## config.mk

```make
export PLATFORM = sky130hd
export DESIGN_NAME = key_debouncer_flat
export DESIGN_NICKNAME = d
export VERILOG_FILES = /design/src/rtl/key_pkg.sv /design/src/rtl/key_debouncer_if.sv /design/src/rtl/key_debounce_ch.sv /design/src/rtl/key_debouncer.sv /design/src/flat_wrapper.sv
export SDC_FILE = /design/constraint.sdc
export NUM_CORES = 1
export LEC_CHECK = 0
export ABC_AREA = 1
export CORE_MARGIN = 2
export CORE_UTILIZATION = 60
export DETAILED_ROUTE_END_ITERATION = 7
export GPL_TIMING_DRIVEN = 0
export PLACE_DENSITY = 0.78
export REMOVE_ABC_BUFFERS = 1
export SLEW_MARGIN = 20
export SYNTH_ARGS = -nofsm -noshare
export SYNTH_HDL_FRONTEND = slang
export SYNTH_SLANG_ARGS = --single-unit
```

## constraint.sdc

```tcl
create_clock -name clk -period 3.1 [get_ports clk]
set_input_delay 0.775 -clock clk [delete_from_list [all_inputs] [get_ports clk]]
set_output_delay 0.775 -clock clk [all_outputs]
set_load 0.1 [all_outputs]
```

## src/rtl/key_pkg.sv

```systemverilog
// Shared types and default constants for the key debouncer slice.
// Ports: none (package only).
// Provides the per-channel FSM state type and a counter-width helper.
package key_pkg;

    typedef enum logic [1:0] {
        IDLE         = 2'd0,
        PRESS_WAIT   = 2'd1,
        PRESSED      = 2'd2,
        RELEASE_WAIT = 2'd3
    } key_state_t;

    // 20 ms and 1 s at a 50 MHz clock.
    localparam int KEY_DEBOUNCE_DEFAULT = 1000000;
    localparam int KEY_LONG_DEFAULT     = 50000000;

    // Debounce counter width: $clog2(n), never below one bit.
    function automatic int cnt_width(input int n);
        return (n <= 2) ? 1 : $clog2(n);
    endfunction

endpackage

```

## src/rtl/key_debouncer_if.sv

```systemverilog
// Bundles the raw key pins and the conditioned key outputs.
// Ports: key_raw (pins), key_level / key_press / key_release / key_long.
// master = the side that owns the pins and consumes events; slave = the debouncer.
interface key_debouncer_if #(
    parameter int NKEYS = 3
);
    logic [NKEYS-1:0] key_raw;
    logic [NKEYS-1:0] key_level;
    logic [NKEYS-1:0] key_press;
    logic [NKEYS-1:0] key_release;
    logic [NKEYS-1:0] key_long;

    modport master (
        output key_raw,
        input  key_level, key_press, key_release, key_long
    );

    modport slave (
        input  key_raw,
        output key_level, key_press, key_release, key_long
    );
endinterface

```

## src/rtl/key_debounce_ch.sv

```systemverilog
// One key channel: 2-FF synchronizer, debounce FSM, optional hold counter.
// Ports: clk, rst (async active-high), key_raw in; key_level/key_press/key_release/key_long out.
// Long-press strobe is built only when KEY_DEBOUNCE_LONGPRESS_EN is defined; otherwise key_long is 0.
module key_debounce_ch
    import key_pkg::*;
#(
    parameter int DEBOUNCE_CYCLES = KEY_DEBOUNCE_DEFAULT,
    parameter int LONG_CYCLES     = KEY_LONG_DEFAULT,
    parameter bit ACTIVE_LOW      = 1'b1
) (
    input  logic clk,
    input  logic rst,
    input  logic key_raw,
    output logic key_level,
    output logic key_press,
    output logic key_release,
    output logic key_long
);

    localparam int             CW       = cnt_width(DEBOUNCE_CYCLES);
    localparam logic [CW-1:0]  CNT_LAST = CW'(DEBOUNCE_CYCLES - 1);

    if (DEBOUNCE_CYCLES < 1 || LONG_CYCLES < 1) begin : g_bad_param
        $error("key_debounce_ch: DEBOUNCE_CYCLES and LONG_CYCLES must be >= 1");
    end

    logic        sync1, sync2, p;
    key_state_t  state_q, state_d;
    logic [CW-1:0] cnt_q, cnt_d;
    logic        level_d, press_d, release_d;

    // Synchronizer resets to the released pin level so reset never looks like a press.
    always_ff @(posedge clk or posedge rst) begin
        if (rst) begin
            sync1 <= ACTIVE_LOW;
            sync2 <= ACTIVE_LOW;
        end else begin
            sync1 <= key_raw;
            sync2 <= sync1;
        end
    end

    assign p = sync2 ^ ACTIVE_LOW;

    always_ff @(posedge clk or posedge rst) begin
        if (rst) begin
            state_q     <= IDLE;
            cnt_q       <= '0;
            key_level   <= 1'b0;
            key_press   <= 1'b0;
            key_release <= 1'b0;
        end else begin
            state_q     <= state_d;
            cnt_q       <= cnt_d;
            key_level   <= level_d;
            key_press   <= press_d;
            key_release <= release_d;
        end
    end

    always_comb begin
        state_d   = state_q;
        cnt_d     = cnt_q;
        level_d   = key_level;
        press_d   = 1'b0;
        release_d = 1'b0;
        case (state_q)
            IDLE: begin
                if (p) begin
                    state_d = PRESS_WAIT;
                    cnt_d   = '0;
                end
            end
            PRESS_WAIT: begin
                if (!p) begin
                    state_d = IDLE;
                end else if (cnt_q == CNT_LAST) begin
                    state_d = PRESSED;
                    level_d = 1'b1;
                    press_d = 1'b1;
                end else begin
                    cnt_d = cnt_q + 1'b1;
                end
            end
            PRESSED: begin
                if (!p) begin
                    state_d = RELEASE_WAIT;
                    cnt_d   = '0;
                end
            end
            RELEASE_WAIT: begin
                if (p) begin
                    state_d = PRESSED;
                end else if (cnt_q == CNT_LAST) begin
                    state_d   = IDLE;
                    level_d   = 1'b0;
                    release_d = 1'b1;
                end else begin
                    cnt_d = cnt_q + 1'b1;
                end
            end
            default: state_d = IDLE;
        endcase
    end

`ifdef KEY_DEBOUNCE_LONGPRESS_EN
    localparam int             HW        = $clog2(LONG_CYCLES + 1);
    localparam logic [HW-1:0]  HOLD_LAST = HW'(LONG_CYCLES - 1);
    localparam logic [HW-1:0]  HOLD_MAX  = HW'(LONG_CYCLES);

    logic [HW-1:0] hold_q;
    logic          held;

    assign held = (state_q == PRESSED) || (state_q == RELEASE_WAIT);

    // Cleared only on the genuine PRESS_WAIT->PRESSED entry: a release bounce
    // back into PRESSED is the same press and must not re-arm key_long.
    // Saturating at LONG_CYCLES makes the HOLD_LAST match fire once per press.
    always_ff @(posedge clk or posedge rst) begin
        if (rst) begin
            hold_q   <= '0;
            key_long <= 1'b0;
        end else begin
            key_long <= held && (hold_q == HOLD_LAST);
            if (state_q == PRESS_WAIT && state_d == PRESSED) begin
                hold_q <= '0;
            end else if (state_d == IDLE) begin
                hold_q <= '0;
            end else if (held && hold_q != HOLD_MAX) begin
                hold_q <= hold_q + 1'b1;
            end
        end
    end
`else
    assign key_long = 1'b0;
`endif

endmodule

```

## src/rtl/key_debouncer.sv

```systemverilog
// Multi-key debouncer: NKEYS independent channels of sync + debounce FSM.
// Ports: clk, rst (async active-high), kif (slave: key_raw in; level/press/release/long out).
// Optional long-press strobe enabled by KEY_DEBOUNCE_LONGPRESS_EN; all outputs registered.
module key_debouncer
    import key_pkg::*;
#(
    parameter int NKEYS           = 3,
    parameter int DEBOUNCE_CYCLES = KEY_DEBOUNCE_DEFAULT,
    parameter int LONG_CYCLES     = KEY_LONG_DEFAULT,
    parameter bit ACTIVE_LOW      = 1'b1
) (
    input  logic             clk,
    input  logic             rst,
    key_debouncer_if.slave   kif
);

    wire [NKEYS-1:0] level_w;
    wire [NKEYS-1:0] press_w;
    wire [NKEYS-1:0] release_w;
    wire [NKEYS-1:0] long_w;

    for (genvar gi = 0; gi < NKEYS; gi++) begin : g_ch
        key_debounce_ch #(
            .DEBOUNCE_CYCLES (DEBOUNCE_CYCLES),
            .LONG_CYCLES     (LONG_CYCLES),
            .ACTIVE_LOW      (ACTIVE_LOW)
        ) u_ch (
            .clk         (clk),
            .rst         (rst),
            .key_raw     (kif.key_raw[gi]),
            .key_level   (level_w[gi]),
            .key_press   (press_w[gi]),
            .key_release (release_w[gi]),
            .key_long    (long_w[gi])
        );
    end

    assign kif.key_level   = level_w;
    assign kif.key_press   = press_w;
    assign kif.key_release = release_w;
    assign kif.key_long    = long_w;

endmodule

```

## src/flat_wrapper.sv

```systemverilog
// flat-port wrapper written by rule: the top's interface ports become plain ports
module key_debouncer_flat import key_pkg::*;
#(
    parameter int NKEYS           = 3,
    parameter int DEBOUNCE_CYCLES = KEY_DEBOUNCE_DEFAULT,
    parameter int LONG_CYCLES     = KEY_LONG_DEFAULT,
    parameter bit ACTIVE_LOW      = 1'b1
)
  (clk, rst, kif_key_raw, kif_key_level, kif_key_press, kif_key_release, kif_key_long);
  key_debouncer_if #(.NKEYS(NKEYS)) kif_i ();
  input  logic clk;
  input  logic rst;
  input wire logic [$bits(kif_i.key_raw)-1:0] kif_key_raw;
  output wire logic [$bits(kif_i.key_level)-1:0] kif_key_level;
  output wire logic [$bits(kif_i.key_press)-1:0] kif_key_press;
  output wire logic [$bits(kif_i.key_release)-1:0] kif_key_release;
  output wire logic [$bits(kif_i.key_long)-1:0] kif_key_long;
  assign kif_i.key_raw = kif_key_raw;
  assign kif_key_level = kif_i.key_level;
  assign kif_key_press = kif_i.key_press;
  assign kif_key_release = kif_i.key_release;
  assign kif_key_long = kif_i.key_long;
  key_debouncer #(.NKEYS(NKEYS), .DEBOUNCE_CYCLES(DEBOUNCE_CYCLES), .LONG_CYCLES(LONG_CYCLES), .ACTIVE_LOW(ACTIVE_LOW)) u_core (.clk(clk), .rst(rst), .kif(kif_i));
endmodule
```

==> flow_summary.toml <==
[worst_hold_path]
whs_path_depth = 0
min_path_type = "reg -> reg"

[setup_path]
cp.depth = 1
critPathBufInv = 1
cp_max_fo = 2
cp_cell_sequence = "clkdlybuf4s50_1"
critPathTopFamily = "buffers and inverters"
crit_type = "reg -> out"
timing.reg2reg.setup_slack_ns = 1.19
critPathCaptureType = "output port"
slowest_stage = "clkdlybuf4s50_1"
crit_arrival_ns = 1.83
max_stage_delay_ns = 1.13
reg2reg_depth = 8
crit_required_ns = 2.32
worstSetupStartpointType = "flip-flop"

[finish]
diodes = 0
fin_nets = 651
syn_to_final_growth_pct = 6.22
nFillCells = 674
drive_above_1_share_pct = 7.72
stdcell_area_mm2 = 0.00500

[synthesis]
synth_area_leaders = "dfrtp_1, nand2_1, nor2_1, inv_1, nand3_1"
yosysMostFrequentCell = "nand2_1"
ys_types = 29
yosysTopAreaCellShare_pct = 39.9
yosys_warnings = 0
ys_seq_area_share_pct = 43.2
netlist_area_mm2 = 0.00470
synth_edf_count = 0
postSynthAreaPerCell_um2 = 7.40
yosysTopAreaCell = "dfrtp_1"
async_reset_ff_share_pct = 100
synthTopCellsByCount = "nand2_1, nor2_1, dfrtp_1"
syn_inst = 636
ys_ff_latch = 81
ys.flop_type = "dfrtp_1"

[routing]
via_per_inst = 5.16
drt-total-wl_mm = 8.94
drt_iter0_drc = 170
drt_pass1_iterations = 5
drc = 0
routedWlPerCell_um = 11.9
dr_total_vias = 3872
ant_nets = 0

[floorplanning]
initial_core_util_pct = 61.5
rows = 32
core_mm2 = 0.00765
num_io_pins = 17
die_y_um = 92.6
dieWidth_um = 92.6
dieArea_mm2 = 0.00857

[clocking]
ctsLongestPathBuffers = 2
cts_buffers = 9
cts.sinks = 81
cts_root_buf = "clkbuf_8"
post_cts_buffers = 0
cts_resized = 0
cts_tree = "built"
holdBufCountCts = 0
clk_pin_slew_ns = 0.08
htreeDepth = 3
clock_latency_ns = 0.35

[flow_run]
drv_cap = 0

[sta]
setup_viol = 0
hold_viol = 0
clock.fmax_mhz = 384
hold_slack_ns = 0.358
worst_pin_slew_ns = 0.972
min_period_ns = 2.61
fin_worst_skew_ns = 0.0110
fin_crit_sh_pct = 84.0
slew_violations = 0
rsz0062_at_grt = "no"
slew_headroom_pct = 35.0

[global_route]
first_global_vias = 3700
grt_usage_pct = 23.1
grt_max_degree = 57
antenna_found_initial = 0
grt_pass1_wl_mm = 16.0
grt-ovfl-total = 0

[power]
power_density_mw_per_mm2 = 378
ir_worst_vdd_mv = 0.240
power.leakage_nw = 2.18

[placed_design]
dpl_cell_area_mm2 = 0.00483
hpwl_mm = 6.41
place_congestion = 0.905
numPortBuffers = 13

[status]
status = "finished, final reports clean"
## flip-flops by register name (all words and copies together), names as in the netlist, named ones only
signal,flops
u_core.g_ch.u_ch.sync2,3
u_core.g_ch.u_ch.state_q,3
u_core.g_ch.u_ch.key_press,3
u_core.g_ch.u_ch.key_level,3
u_core.g_ch.u_ch.cnt_q,60
u_core.g_ch.u_ch.sync1,3
u_core.g_ch.u_ch.key_release,3
## power by group
| group | switching, W | leakage, nW | internal [W] |
|---|---|---|---|
| clock network | 0.000387 | 0.0870 | 0.000291 |
| registers | 0.0000239 | 1.10 | 0.00108 |
| logic | 0.0000814 | 0.999 | 0.0000298 |
| total | 0.000492 | 2.18 | 0.00140 |
## placed cells by master (no fill, tap or decap), types with 4 or more instances in the layout
master,netlist,layout
and2_1,4,4
clkbuf_8,0,9
clkdlybuf4s50_1,0,13
dfrtp_1,75,75
dfstp_2,6,6
inv_1,61,60
nand2_1,216,216
nand3_1,39,39
nand4_1,20,20
nor2_1,83,83
nor2_2,4,4
nor3_1,7,7
o21ai_0,36,36
o21ai_2,12,12
xnor2_1,10,10
xor2_1,19,19
## cells by family after synthesis
kind of cell    share of synthesized area, %
simple gates                            35.1
buf+inv                                 8.56
flops                                   43.2
compound gates                          6.86
xor+xnor                                5.40
fa+ha+maj                              0.798
other cells                           0.0797
## metrics by stage
stage                     TNS (ns)  power [W]  worst slack, ns  instances  utilization [%]
after floorplan                  0    0.00120            0.255        618                -
after global placement      -75.13    0.00123           -0.989        733             62.8
after detailed placement         0    0.00124            0.854        734             63.2
after CTS                        0    0.00190            0.472        750             65.3
after global routing             0    0.00196            0.434        750             65.3
final                            0    0.00189            0.495        750             65.3
## area by class of cell
| cell class | count | area, um2 | area share (%) |
|---|---|---|---|
| clock buffer | 11 | 131 | 2.63 |
| timing repair buffer | 14 | 158 | 3.15 |
| multi-input combinational | 474 | 2270 | 45.5 |
| tap | 102 | 128 | 2.55 |
| inverter | 63 | 239 | 4.78 |
| clock inverter | 5 | 32.5 | 0.651 |
| sequential | 81 | 2030 | 40.7 |
## layer usage
layer | up-vias | part of all wire, % | GRT usage, %
li1 | 2006 | - | -
met1 | 1791 | 48 | 31.2
met2 | 63 | 48 | 38.3
met3 | 12 | 2.7 | 2.77
met4 | 0 | 1.6 | 8.83
met5 | - | 0 | 0
## path summary, 6_finish.rpt
| check | from | end |
|---|---|---|
| min | u_core.g_ch[0].u_ch.sync1 | u_core.g_ch[0].u_ch.sync2 |
| max in group asynchronous | rst | u_core.g_ch[1].u_ch.sync1 |
| min reg2reg | u_core.g_ch[0].u_ch.sync1 | u_core.g_ch[0].u_ch.sync2 |
| max reg2reg | u_core.g_ch[2].u_ch.cnt_q[0] | u_core.g_ch[2].u_ch.cnt_q[16] |
| max | u_core.g_ch[0].u_ch.key_level | kif_key_level[0] |
| min in group asynchronous | rst | u_core.g_ch[2].u_ch.cnt_q[10] |
(Power assumes the default switching activity.)
